[config.mk]
export PLATFORM = sky130hd
export DESIGN_NAME = attosoc_gpio_flat
export DESIGN_NICKNAME = d
export VERILOG_FILES = /design/src/rtl/attosoc_gpio_pkg.sv /design/src/rtl/attosoc_gpio_if.sv /design/src/rtl/attosoc_gpio_sync.sv /design/src/rtl/attosoc_gpio.sv /design/src/flat_wrapper.sv
export SDC_FILE = /design/constraint.sdc
export NUM_CORES = 1
export LEC_CHECK = 0
export BUFFER_PORTS_ARGS = -buffer_cell sky130_fd_sc_hd__buf_2
export CORE_MARGIN = 2
export CORE_UTILIZATION = 45
export CTS_CLUSTER_DIAMETER = 150
export CTS_CLUSTER_SIZE = 24
export DETAILED_ROUTE_END_ITERATION = 6
export GPL_TIMING_DRIVEN = 0
export PLACE_DENSITY = 0.88
export SETUP_SLACK_MARGIN = 0.1
export SKIP_LAST_GASP = 1
export SLEW_MARGIN = 10
export SYNTH_ARGS = -nofsm -noshare
export SYNTH_HDL_FRONTEND = slang
export SYNTH_SLANG_ARGS = --single-unit
[constraint.sdc]
create_clock -name clk -period 1.9 [get_ports clk]
set_clock_uncertainty 0.1 [all_clocks]
set_input_delay 0.475 -clock clk [delete_from_list [all_inputs] [get_ports clk]]
set_output_delay 0.475 -clock clk [all_outputs]
set_load 0.05 [all_outputs]
[src/rtl/attosoc_gpio_pkg.sv]
// Shared constants for the attosoc GPIO block: bus widths, register offsets, lane mask helper.
package attosoc_gpio_pkg;

  localparam int unsigned BUS_AW = 32;
  localparam int unsigned BUS_DW = 32;
  localparam int unsigned BUS_SW = BUS_DW / 8;
  localparam int unsigned IDX_W  = 6;

  // Byte offsets inside the 256-byte window (shared with firmware headers).
  localparam logic [7:0] GPIO_OFF_OUT  = 8'h00;
  localparam logic [7:0] GPIO_OFF_SET  = 8'h04;
  localparam logic [7:0] GPIO_OFF_CLR  = 8'h08;
  localparam logic [7:0] GPIO_OFF_TGL  = 8'h0C;
  localparam logic [7:0] GPIO_OFF_DIR  = 8'h10;
  localparam logic [7:0] GPIO_OFF_IN   = 8'h14;
  localparam logic [7:0] GPIO_OFF_RISE = 8'h18;
  localparam logic [7:0] GPIO_OFF_FALL = 8'h1C;
  localparam logic [7:0] GPIO_OFF_IE   = 8'h20;

  // Word indices as decoded from mem_addr[7:2].
  localparam logic [IDX_W-1:0] IDX_OUT  = GPIO_OFF_OUT[7:2];
  localparam logic [IDX_W-1:0] IDX_SET  = GPIO_OFF_SET[7:2];
  localparam logic [IDX_W-1:0] IDX_CLR  = GPIO_OFF_CLR[7:2];
  localparam logic [IDX_W-1:0] IDX_TGL  = GPIO_OFF_TGL[7:2];
  localparam logic [IDX_W-1:0] IDX_DIR  = GPIO_OFF_DIR[7:2];
  localparam logic [IDX_W-1:0] IDX_IN   = GPIO_OFF_IN[7:2];
  localparam logic [IDX_W-1:0] IDX_RISE = GPIO_OFF_RISE[7:2];
  localparam logic [IDX_W-1:0] IDX_FALL = GPIO_OFF_FALL[7:2];
  localparam logic [IDX_W-1:0] IDX_IE   = GPIO_OFF_IE[7:2];

  // Expand byte strobes into a per-bit mask.
  function automatic logic [BUS_DW-1:0] strb_mask(input logic [BUS_SW-1:0] wstrb);
    logic [BUS_DW-1:0] m;
    m = '0;
    for (int i = 0; i < int'(BUS_SW); i++) begin
      m[i*8 +: 8] = {8{wstrb[i]}};
    end
    return m;
  endfunction

endpackage

[src/rtl/attosoc_gpio_if.sv]
// PicoRV32 native memory bus, as seen by one peripheral window.
interface attosoc_gpio_if;
  import attosoc_gpio_pkg::*;

  logic              mem_valid;
  logic [BUS_AW-1:0] mem_addr;
  logic [BUS_DW-1:0] mem_wdata;
  logic [BUS_SW-1:0] mem_wstrb;
  logic              mem_ready;
  logic [BUS_DW-1:0] mem_rdata;

  modport master (
    output mem_valid, mem_addr, mem_wdata, mem_wstrb,
    input  mem_ready, mem_rdata
  );

  modport slave (
    input  mem_valid, mem_addr, mem_wdata, mem_wstrb,
    output mem_ready, mem_rdata
  );

endinterface

[src/rtl/attosoc_gpio_sync.sv]
// Input synchroniser plus one delayed copy for rising/falling edge detection.
module attosoc_gpio_sync #(
  parameter int unsigned GPIO_WIDTH  = 8,
  parameter int unsigned SYNC_STAGES = 2
) (
  input  logic                  clk,
  input  logic                  reset_n,
  input  logic [GPIO_WIDTH-1:0] gpio_in,
  output logic [GPIO_WIDTH-1:0] in_q,
  output logic [GPIO_WIDTH-1:0] rise_c,
  output logic [GPIO_WIDTH-1:0] fall_c
);

  logic [GPIO_WIDTH-1:0] sync_q [SYNC_STAGES];
  logic [GPIO_WIDTH-1:0] sync_d [SYNC_STAGES];
  logic [GPIO_WIDTH-1:0] prev_q;
  logic [GPIO_WIDTH-1:0] prev_d;

  // Shift chain: pins enter stage 0, the last stage feeds the edge-detect copy.
  always_comb begin
    sync_d[0] = gpio_in;
    for (int i = 1; i < int'(SYNC_STAGES); i++) begin
      sync_d[i] = sync_q[i-1];
    end
    prev_d = sync_q[SYNC_STAGES-1];
  end

  // Chain clears on reset, so a pin held high produces one rise after release.
  always_ff @(posedge clk) begin
    if (!reset_n) begin
      for (int i = 0; i < int'(SYNC_STAGES); i++) begin
        sync_q[i] <= '0;
      end
      prev_q <= '0;
    end else begin
      for (int i = 0; i < int'(SYNC_STAGES); i++) begin
        sync_q[i] <= sync_d[i];
      end
      prev_q <= prev_d;
    end
  end

  assign in_q   = sync_q[SYNC_STAGES-1];
  assign rise_c = in_q & ~prev_q;
  assign fall_c = ~in_q & prev_q;

endmodule

[src/rtl/attosoc_gpio.sv]
// Memory-mapped GPIO: OUT/DIR/IE registers, set/clear/toggle aliases, edge status, level irq.
module attosoc_gpio
  import attosoc_gpio_pkg::*;
#(
  parameter int unsigned           GPIO_WIDTH  = 8,
  parameter logic [BUS_AW-1:0]     BASE_ADDR   = 32'h0200_0000,
  parameter logic [GPIO_WIDTH-1:0] OUT_RESET   = '0,
  parameter logic [GPIO_WIDTH-1:0] DIR_RESET   = '1,
  parameter int unsigned           SYNC_STAGES = 2
) (
  input  logic                  clk,
  input  logic                  reset_n,
  attosoc_gpio_if.slave         bus,
  input  logic [GPIO_WIDTH-1:0] gpio_in,
  output logic [GPIO_WIDTH-1:0] gpio_out,
  output logic [GPIO_WIDTH-1:0] gpio_oe,
  output logic                  irq
);

  localparam int unsigned W = GPIO_WIDTH;

  logic [W-1:0]      out_q, out_d;
  logic [W-1:0]      dir_q, dir_d;
  logic [W-1:0]      ie_q, ie_d;
  logic [W-1:0]      rise_q, rise_d;
  logic [W-1:0]      fall_q, fall_d;
  logic              ready_q, ready_d;
  logic [BUS_DW-1:0] rdata_q, rdata_d;
  logic              irq_q, irq_d;

  logic [W-1:0]      in_q;
  logic [W-1:0]      edge_rise_c;
  logic [W-1:0]      edge_fall_c;

  logic              sel_c;
  logic              accept_c;
  logic              wr_c;
  logic [IDX_W-1:0]  idx_c;
  logic [BUS_DW-1:0] mask_full_c;
  logic [BUS_DW-1:0] data_full_c;
  logic [W-1:0]      mask_c;
  logic [W-1:0]      data_c;
  logic [W-1:0]      w1c_rise_c;
  logic [W-1:0]      w1c_fall_c;
  logic [BUS_DW-1:0] rd_c;
  logic              unused_c;

  attosoc_gpio_sync #(
    .GPIO_WIDTH  (W),
    .SYNC_STAGES (SYNC_STAGES)
  ) u_sync (
    .clk     (clk),
    .reset_n (reset_n),
    .gpio_in (gpio_in),
    .in_q    (in_q),
    .rise_c  (edge_rise_c),
    .fall_c  (edge_fall_c)
  );

  // Window decode; an access is accepted once, on the cycle before ready.
  assign sel_c       = bus.mem_valid && (bus.mem_addr[31:8] == BASE_ADDR[31:8]);
  assign accept_c    = sel_c && !ready_q;
  assign wr_c        = accept_c && (|bus.mem_wstrb);
  assign idx_c       = bus.mem_addr[7:2];
  assign mask_full_c = strb_mask(bus.mem_wstrb);
  assign data_full_c = bus.mem_wdata & mask_full_c;
  assign mask_c      = mask_full_c[W-1:0];
  assign data_c      = data_full_c[W-1:0];

  // Byte-address LSBs and lanes above the pin count carry no state.
  assign unused_c = ^{bus.mem_addr[1:0], mask_full_c, data_full_c};

  // Read mux over the register map; unmapped offsets read zero.
  always_comb begin
    rd_c = '0;
    case (idx_c)
      IDX_OUT, IDX_SET, IDX_CLR, IDX_TGL: rd_c = BUS_DW'(out_q);
      IDX_DIR:                            rd_c = BUS_DW'(dir_q);
      IDX_IN:                             rd_c = BUS_DW'(in_q);
      IDX_RISE:                           rd_c = BUS_DW'(rise_q);
      IDX_FALL:                           rd_c = BUS_DW'(fall_q);
      IDX_IE:                             rd_c = BUS_DW'(ie_q);
      default:                            rd_c = '0;
    endcase
  end

  // Next-state: register writes, edge status with set-over-clear, handshake, irq.
  always_comb begin
    out_d      = out_q;
    dir_d      = dir_q;
    ie_d       = ie_q;
    w1c_rise_c = '0;
    w1c_fall_c = '0;
    if (wr_c) begin
      case (idx_c)
        IDX_OUT:  out_d      = (out_q & ~mask_c) | data_c;
        IDX_SET:  out_d      = out_q | data_c;
        IDX_CLR:  out_d      = out_q & ~data_c;
        IDX_TGL:  out_d      = out_q ^ data_c;
        IDX_DIR:  dir_d      = (dir_q & ~mask_c) | data_c;
        IDX_RISE: w1c_rise_c = data_c;
        IDX_FALL: w1c_fall_c = data_c;
        IDX_IE:   ie_d       = (ie_q & ~mask_c) | data_c;
        default:  ;
      endcase
    end
    rise_d  = (rise_q & ~w1c_rise_c) | edge_rise_c;
    fall_d  = (fall_q & ~w1c_fall_c) | edge_fall_c;
    irq_d   = |((rise_q | fall_q) & ie_q);
    ready_d = accept_c;
    rdata_d = accept_c ? rd_c : '0;
  end

  // State registers; reset abandons any in-flight access.
  always_ff @(posedge clk) begin
    if (!reset_n) begin
      out_q   <= OUT_RESET;
      dir_q   <= DIR_RESET;
      ie_q    <= '0;
      rise_q  <= '0;
      fall_q  <= '0;
      ready_q <= 1'b0;
      rdata_q <= '0;
      irq_q   <= 1'b0;
    end else begin
      out_q   <= out_d;
      dir_q   <= dir_d;
      ie_q    <= ie_d;
      rise_q  <= rise_d;
      fall_q  <= fall_d;
      ready_q <= ready_d;
      rdata_q <= rdata_d;
      irq_q   <= irq_d;
    end
  end

  assign bus.mem_ready = ready_q;
  assign bus.mem_rdata = rdata_q;
  assign gpio_out      = out_q;
  assign gpio_oe       = dir_q;
  assign irq           = irq_q;

endmodule

[src/flat_wrapper.sv]
// flat-port wrapper written by rule: the top's interface ports become plain ports
module attosoc_gpio_flat import attosoc_gpio_pkg::*;
#(
  parameter int unsigned           GPIO_WIDTH  = 8,
  parameter logic [BUS_AW-1:0]     BASE_ADDR   = 32'h0200_0000,
  parameter logic [GPIO_WIDTH-1:0] OUT_RESET   = '0,
  parameter logic [GPIO_WIDTH-1:0] DIR_RESET   = '1,
  parameter int unsigned           SYNC_STAGES = 2
)
  (clk, reset_n, gpio_in, gpio_out, gpio_oe, irq, bus_mem_valid, bus_mem_addr, bus_mem_wdata, bus_mem_wstrb, bus_mem_ready, bus_mem_rdata);
  attosoc_gpio_if bus_i ();
  input  logic clk;
  input  logic reset_n;
  input  logic [GPIO_WIDTH-1:0] gpio_in;
  output logic [GPIO_WIDTH-1:0] gpio_out;
  output logic [GPIO_WIDTH-1:0] gpio_oe;
  output logic irq;
  input wire logic [$bits(bus_i.mem_valid)-1:0] bus_mem_valid;
  input wire logic [$bits(bus_i.mem_addr)-1:0] bus_mem_addr;
  input wire logic [$bits(bus_i.mem_wdata)-1:0] bus_mem_wdata;
  input wire logic [$bits(bus_i.mem_wstrb)-1:0] bus_mem_wstrb;
  output wire logic [$bits(bus_i.mem_ready)-1:0] bus_mem_ready;
  output wire logic [$bits(bus_i.mem_rdata)-1:0] bus_mem_rdata;
  assign bus_i.mem_valid = bus_mem_valid;
  assign bus_i.mem_addr = bus_mem_addr;
  assign bus_i.mem_wdata = bus_mem_wdata;
  assign bus_i.mem_wstrb = bus_mem_wstrb;
  assign bus_mem_ready = bus_i.mem_ready;
  assign bus_mem_rdata = bus_i.mem_rdata;
  attosoc_gpio #(.GPIO_WIDTH(GPIO_WIDTH), .BASE_ADDR(BASE_ADDR), .OUT_RESET(OUT_RESET), .DIR_RESET(DIR_RESET), .SYNC_STAGES(SYNC_STAGES)) u_core (.clk(clk), .reset_n(reset_n), .bus(bus_i), .gpio_in(gpio_in), .gpio_out(gpio_out), .gpio_oe(gpio_oe), .irq(irq));
endmodule
==> summary.md, run 1 <==
| Metric | Value |
|---|---|
| Status | completed |
| Hold Path Origin | gpio_in[3] |
| Diode insertion count for antenna repair | 0 |
| Worst hold-check path type | in -> reg |
| First-pass iteration count of the detailed router | 5 |
| Worst reg2reg path startpoint | u_core.bus.mem_ready |
| Placed cell areas | between 4000 and 5000 µm² |
| Core region area | around 8000 µm² |
| Number of antenna violations at the first check in global routing | 0 |
| Total routed wirelength | 11,100 µm |
| DP Wirelength | roughly 8200 µm |
| Hold EP | u_core.u_sync.sync_q[0][3] |
| Total Die Area | roughly 8800 µm² |
| Fraction of the core area covered by cells at the end of the flow | 62.98% |
| Die Span X | ~94 µm |
| Power per Cell Area | between 600 and 700 nW/µm² |
| Count of cell types in the netlist | 46 |
| Bufs on Longest Clock Path | 2 |
| Via Count | 3,632 |
| Critical Path AT | between 2000 and 2500 ps |
| Critical Path End Type | flop |
| Crit Reg-Reg Endpoint | u_core.gpio_out[1] |
| Number of rows in the core area | 32 |
| Avg Synthesized Cell Area | 8.586 µm² |
| Finished Cell Area | 4892 µm² |
| GRT Overall Usage | ~26% |
| Count of hold buffers inserted by post-cts repair | 0 |
| Worst slack after detailed placement | -571.2 ps |
| Primary flip-flop cell chosen by synthesis mapping | dfxtp_1 |
| Achievable frequency | roughly 530 MHz |
| Max transition margin | between 60% and 70% |
| Final-report hold violation count | 0 |
| P_leak | 0.002036 µW |
| Wire length of the first global-routing pass | 17,130 µm |
| Number of nets still failing antenna checks after routing | 0 |
| Post-placement cell count | approximately 620 |
| Crit-path max FO | 3 |
| EDFF count, synth | 0 |
| Setup repair after global routing missed its margin | yes |
| Fraction of synthesis flops using an asynchronous set or reset pin | 0% |
| Maximum ir drop on the vdd rail | around 520 µV |
| Instance count of the mapped netlist | about 420 |
| Root buffer selected by CTS | clkbuf_8 |
| Max Cap Violations | 0 |
| Post-detailed-route wirelength per cell | ~17 µm |
| DRC marker count from the first detailed-route iteration | 360 |
| Die Span Y | between 90 and 100 µm |
| Slack of the critical path | between 15 and 20 ps |
| Clock tree from TritonCTS | built |
| Data required, critical path | roughly 2100 ps |
| Net count, final | 628 |
| Layout Area Growth over Synthesis | 35.34% |
| Top-Level Pins | 129 |
| CP Launch Type | flop |
| Finished Layout Cells | roughly 650 |
| Yosys Warn Count | 0 |
| Part of the cycle the worst path needs | just under 100% |
| Routed vias/inst | roughly 5.6 |
| Placer congestion estimate | about 0.97 |
| Max-slew violation total from the final report | 0 |
| Number of buffers created by CTS | 9 |
| Pin count of the biggest net entering global routing | 14 |
| Clock latency at the later pin of the worst-skew pair | around 360 ps |
| Number of fill cells in the layout | 674 |
| Finish-stage setup viols | 0 |
| Total congestion overflow after global routing | 0 |
| Initial Util | a little under half |
| Number of clock sinks | 74 |
| IO Port Bufs | 75 |
| Reg2Reg Setup Slack | 20 ps |
| Worst-case reg-to-reg path depth | 5 |
| Minimum clock period after layout | approximately 1900 ps |
| Sequential cell area fraction in the yosys report | ~40% |
| Number of DRC violations after detailed routing | 0 |
| H-tree levels | 3 |
| Flip-flop and latch count after synthesis | 74 |
| Worst-path clk slew | ~80 ps |
| Number of global-route vias before repair | between 3,000 and 4,000 |
| Worst Hold Path Cells | 2 |
| Fraction of layout instances using a drive strength above 1 | 34.25% |
| Worst-margin pin slew | 576.1 ps |
| Synth Cell Area | roughly 3600 µm² |
| Critical path start-end classification | reg -> reg |
## worst max-delay path, cell delays in order (launching register included)
cell and delay [ps]:
dfxtp_2 340, nor4bb_4 290, nand3_2 160, buf_4 180
or4_4 530, o31ai_1 200
## per-stage QoR
stage	total power [µW]	hold WS [ps]	TNS (ps)
floorplan	1942	311.9	-97.48
global placement	2067	313.3	-17970
detailed placement	2073	321.8	-19650
CTS	3293	211.0	-122.2
global route	3419	220.5	-152.0
finish	3304	220.1	0
## layer usage
| metal | up-vias | GRT usage (%) | part of all wire (%) |
|---|---|---|---|
| li1 | 1721 | - | - |
| met1 | 1671 | 33.28 | 41 |
| met2 | 219 | 42.09 | 47 |
| met3 | 21 | 3.707 | 9.7 |
| met4 | 0 | 11.96 | 2.4 |
| met5 | - | 0 | 0 |
## cell usage in the layout, fill, tap and decap left out, types with 3 or more instances in the layout
cell type / netlist / routed
ha_1: 8 / 8
conb_1: 1 / 24
a221oi_1: 7 / 7
a222oi_1: 7 / 7
o311ai_0: 7 / 3
nor4_2: 0 / 8
buf_4: 24 / 36
clkbuf_8: 0 / 11
nand2_1: 66 / 64
o311ai_2: 0 / 3
dfxtp_1: 74 / 73
inv_1: 11 / 11
a21oi_1: 15 / 11
nor2_1: 32 / 31
clkbuf_2: 0 / 4
nor4_1: 22 / 6
nand3_1: 6 / 4
clkbuf_1: 26 / 13
nor4_4: 2 / 10
clkbuf_4: 0 / 5
nand4_1: 3 / 3
and2_1: 17 / 16
mux2i_1: 24 / 23
o21ai_0: 15 / 14
a21oi_2: 0 / 4
o41ai_1: 4 / 4
buf_2: 1 / 76
o2bb2ai_1: 5 / 5
o22ai_1: 17 / 17
## area by class of cell
cell class              count  area (µm²)  area share, %
repair buffers             86       470.5          9.616
clock buffers              10       127.6          2.609
plain buffers              52       370.4          7.570
inverters                  11       41.29         0.8440
multi-input cells         307        2207          45.12
flip-flops and latches     74        1483          30.31
clock inverters             6       65.06          1.330
well taps                 102       127.6          2.609
## repair_timing
| item | CTS | global route |
|---|---|---|
| gates cloned | 0 | 0 |
| gates resized for setup | 16 | 34 |
| pin swaps | 2 | 2 |
| setup buffers | 5 | 6 |
| setup endpoints to repair | 48 | 40 |
## how the worst max path moves through the flow
stage / start / to / slack (ps) / cells after the start
2_1_floorplan: bus_mem_addr[13] / flop / -10 / 6
3_3_place_gp: bus_mem_addr[6] / u_core.gpio_out[7] / -550 / 6
3_5_place_dp: bus_mem_addr[6] / u_core.gpio_out[0] / -570 / 5
4_1_cts: bus_mem_addr[5] / u_core.gpio_out[7] / -70 / 5
5_1_grt: u_core.bus.mem_ready / u_core.rise_q[1] / -30 / 6
6_report: u_core.bus.mem_ready / u_core.gpio_out[1] / 20 / 5
## cell families (layout without fill, tap and decap cells)
logic type                 after synthesis  in the layout  synth area share (%)
and+or+nand+nor                        164            164                 23.26
AOI/OAI and AO/OA                       86             86                 16.86
DFF                                     74             74                 40.98
buffers and inverters                   63            165                 9.068
muxes                                   25             25                 6.957
adders and majority gates                8              8                 2.769
other                                    1             24                0.1037
## cells in the mapped netlist, types with 5 or more instances
| cell type | n | area share, % |
|---|---|---|
| o311ai_0 | 7 | 1.7 |
| o22ai_1 | 17 | 2.9 |
| nand3_1 | 6 | 0.83 |
| and2_1 | 17 | 2.9 |
| a221oi_1 | 7 | 1.7 |
| inv_1 | 11 | 1.1 |
| o21ai_0 | 15 | 2.1 |
| dfxtp_1 | 74 | 41 |
| clkbuf_1 | 26 | 2.7 |
| a21oi_1 | 15 | 2.1 |
| o2bb2ai_1 | 5 | 1.2 |
| mux2i_1 | 24 | 6.6 |
| nor4_1 | 22 | 3.8 |
| a222oi_1 | 7 | 1.9 |
| nand2_1 | 66 | 6.9 |
| buf_4 | 24 | 5.0 |
| ha_1 | 8 | 2.8 |
| nor2_1 | 32 | 3.3 |
## where the power goes
part,leakage (µW),internal [µW],total (µW),switching (µW)
combinational,0.00134,161,459,298
clock,0.0000971,612,1230,620
sequential,0.000603,1590,1610,27.3
total,0.00204,2360,3300,945
No activity file was read; power rests on OpenSTA's default activity.
==> inputs of run 2 (changes only) <==
Settings changed: PLACE_DENSITY 0.88 to 0.85.
Clock period 1.9 ns to 2.25 ns, I/O delays scaled along.
==> summary.md, run 2 (synthesis results as in run 1) <==
| Metric | Value |
|---|---|
| Area of the multi-input gates | 1909 µm² (-13%) |
| Sequential fraction of design power | 48.1% (-0.7 points) |
| Total congestion overflow after global routing | 0 (unchanged) |
| Worst-path clk slew | 70 ps (about the same) |
| Number of buffers created by CTS | 9 (unchanged) |
| Die Span Y | 93.63 µm (unchanged) |
| Net count, final | 621 (-1.1%) |
| Critical path start-end classification | in -> reg |
| Core region area | 7767 µm² (unchanged) |
| Slack of the critical path | 138.1 ps (+121.3 ps) |
| Slowest cell on crit path | nor3b_2 |
| Worst slack after detailed placement | -371.5 ps (+199.7 ps) |
| Minimum clock period after layout | between 2000 and 2500 ps |
| Most frequent cells in the layout | buf_2 (76), dfxtp_1 (74), nand2_1 (66), nor2_1 (32), buf_4 (28) |
| H-tree levels | 3 (unchanged) |
| Count of hold buffers inserted by post-cts repair | 0 (unchanged) |
| Final-report hold violation count | 0 (unchanged) |
| Number of antenna violations at the first check in global routing | 0 (unchanged) |
| Power per Cell Area | 629.6 nW/µm² (-6.8%) |
| Status | completed |
| Number of fill cells in the layout | 702 (+4.2%) |
| Data required, critical path | 2420 ps (+360 ps) |
| Placer congestion estimate | 1.005 (+3.4%) |
| Net Switching | 737.9 µW (-22%) |
| Combinational fraction of design power | 12.5% (-1.4 points) |
| Routed vias/inst | 5.599 (-0.10%) |
| Initial Util | 46.54% (unchanged) |
| Critical Path End Type | flop |
| Crit-path max FO | 8 (+5) |
| CP Launch Type | input port |
| Fraction of layout instances using a drive strength above 1 | 25.23% (-9.0 points) |
| GRT Overall Usage | 23.72% (-1.9 points) |
| Cells along the critical path | buf_2 -> or3_1 -> nor3b_2 -> mux2_2 -> o32ai_1 |
| Internal Dissipation | 2087 µW (-12%) |
| Diode insertion count for antenna repair | 0 (unchanged) |
| Finished Layout Cells | 641 (-1.1%) |
| Pin count of the biggest net entering global routing | 13 (-1) |
| IO Port Bufs | 75 (unchanged) |
| Max Cap Violations | 0 (unchanged) |
| P_leak | 0.001871 µW (-8.1%) |
| DRC marker count from the first detailed-route iteration | 302 (-16%) |
| Via Count | 3,589 (-1.2%) |
| Number of global-route vias before repair | 3,204 (-7.6%) |
| Commonest non-fill, non-tap cell in the layout | buf_2 |
| Reg2Reg Setup Slack | 200 ps (+180 ps) |
| Part of the cycle the worst path needs | roughly 94% |
| Top-Level Pins | 129 (unchanged) |
| Worst-margin pin slew | 602.5 ps (+26.41 ps) |
| Achievable frequency | between 400 and 500 MHz |
| Post-placement cell count | 621 (unchanged) |
| Area taken by flip-flops and latches | 1481 µm² (about the same) |
| Setup Total Neg Slack | 0 ps (unchanged) |
| Total routed wirelength | 10,340 µm (-6.8%) |
| Post-detailed-route wirelength per cell | 16.12 µm (-5.8%) |
| DP Wirelength | 7562 µm (-7.9%) |
| Critical path's largest stage delay | 530 ps (about the same) |
| Number of rows in the core area | 32 (unchanged) |
| Maximum ir drop on the vdd rail | 395.4 µV (-24%) |
| Max transition margin | 59.66% (-1.9 points) |
| Root buffer selected by CTS | clkbuf_8 |
| Net switching fraction of the power | 26.12% (-2.5 points) |
| Die Span X | 93.63 µm (unchanged) |
| Clock tree from TritonCTS | built |
| Number of clock sinks | 74 (unchanged) |
| Clock latency at the later pin of the worst-skew pair | 360 ps (about the same) |
| Max-slew violation total from the final report | 0 (unchanged) |
| Total Die Area | 8766 µm² (unchanged) |
| Clock network fraction of total power | 39.4% (+2.1 points) |
| First-pass iteration count of the detailed router | 6 (+1) |
| Critical Path AT | 2290 ps (+240 ps) |
| Number of nets still failing antenna checks after routing | 0 (unchanged) |
| Number of DRC violations after detailed routing | 0 (unchanged) |
| Wire length of the first global-routing pass | 15,860 µm (-7.4%) |
| Setup repair after global routing missed its margin | no |
| Bufs on Longest Clock Path | 2 (unchanged) |
| Worst hold-check path type | in -> reg |
| Finish-stage setup viols | 0 (unchanged) |
| Layout Area Growth over Synthesis | 24.13% |
-- run 2: per-layer routing --
layer | vias to the layer above | GRT usage, % | part of all wire, %
met5 | - | 0 | 0
met3 | 41 | 6.044 | 11
met4 | 0 | 11.96 | 3.3
met2 | 232 | 39.39 | 46
met1 | 1612 | 28.37 | 40
li1 | 1704 | - | -
-- run 2: worst paths after layout --
check        cells after the start                          to                        from
max                              5          u_core.gpio_out[7]             bus_mem_addr[5]
min                              2  u_core.u_sync.sync_q[0][3]                  gpio_in[3]
max reg2reg                      6            u_core.rise_q[0]        u_core.bus.mem_ready
min reg2reg                      1  u_core.u_sync.sync_q[0][9]  u_core.u_sync.sync_q[0][1]
-- run 2: critical path, delay by kind of cell --
kind	cells	cell delay, ps
compound gates	1	210
buf+inv	1	150
mux	1	400
simple gates	2	960
-- run 2: cell type report --
class / instances / share of cell area [%]
plain buffers: 52 / 6.637
clock buffers: 12 / 3.012
clock inverters: 4 / 1.701
inverters: 11 / 0.9202
multi-input cells: 307 / 42.55
flip-flops and latches: 74 / 33.02
well taps: 102 / 2.844
repair buffers: 79 / 9.314
-- run 2: through the flow --
step                util (%)  hold WS, ps  area, µm²  power (µW)
floorplan                  -        311.9       3701        1628
global placement       54.12        313.8       4204        1723
detailed placement     54.12        316.9       4204        1729
CTS                    56.97        300.9       4425        2822
global route           57.76        302.1       4487        2920
finish                 57.76        305.2       4487        2825
-- run 2: power groups by stage --
stage / registers (µW) / clock network [µW] / logic (µW)
after floorplan: 1380 / 0 / 246
after global routing: 1360 / 1180 / 380
final: 1360 / 1110 / 352
after CTS: 1360 / 1120 / 343
after detailed placement: 1390 / 0 / 341
after global placement: 1390 / 0 / 337
-- run 2: repair_timing --
item,in CTS,in global routing
pin swaps,1,3
setup buffers,1,3
gates resized for setup,2,15
endpoints found under the setup margin,11,41
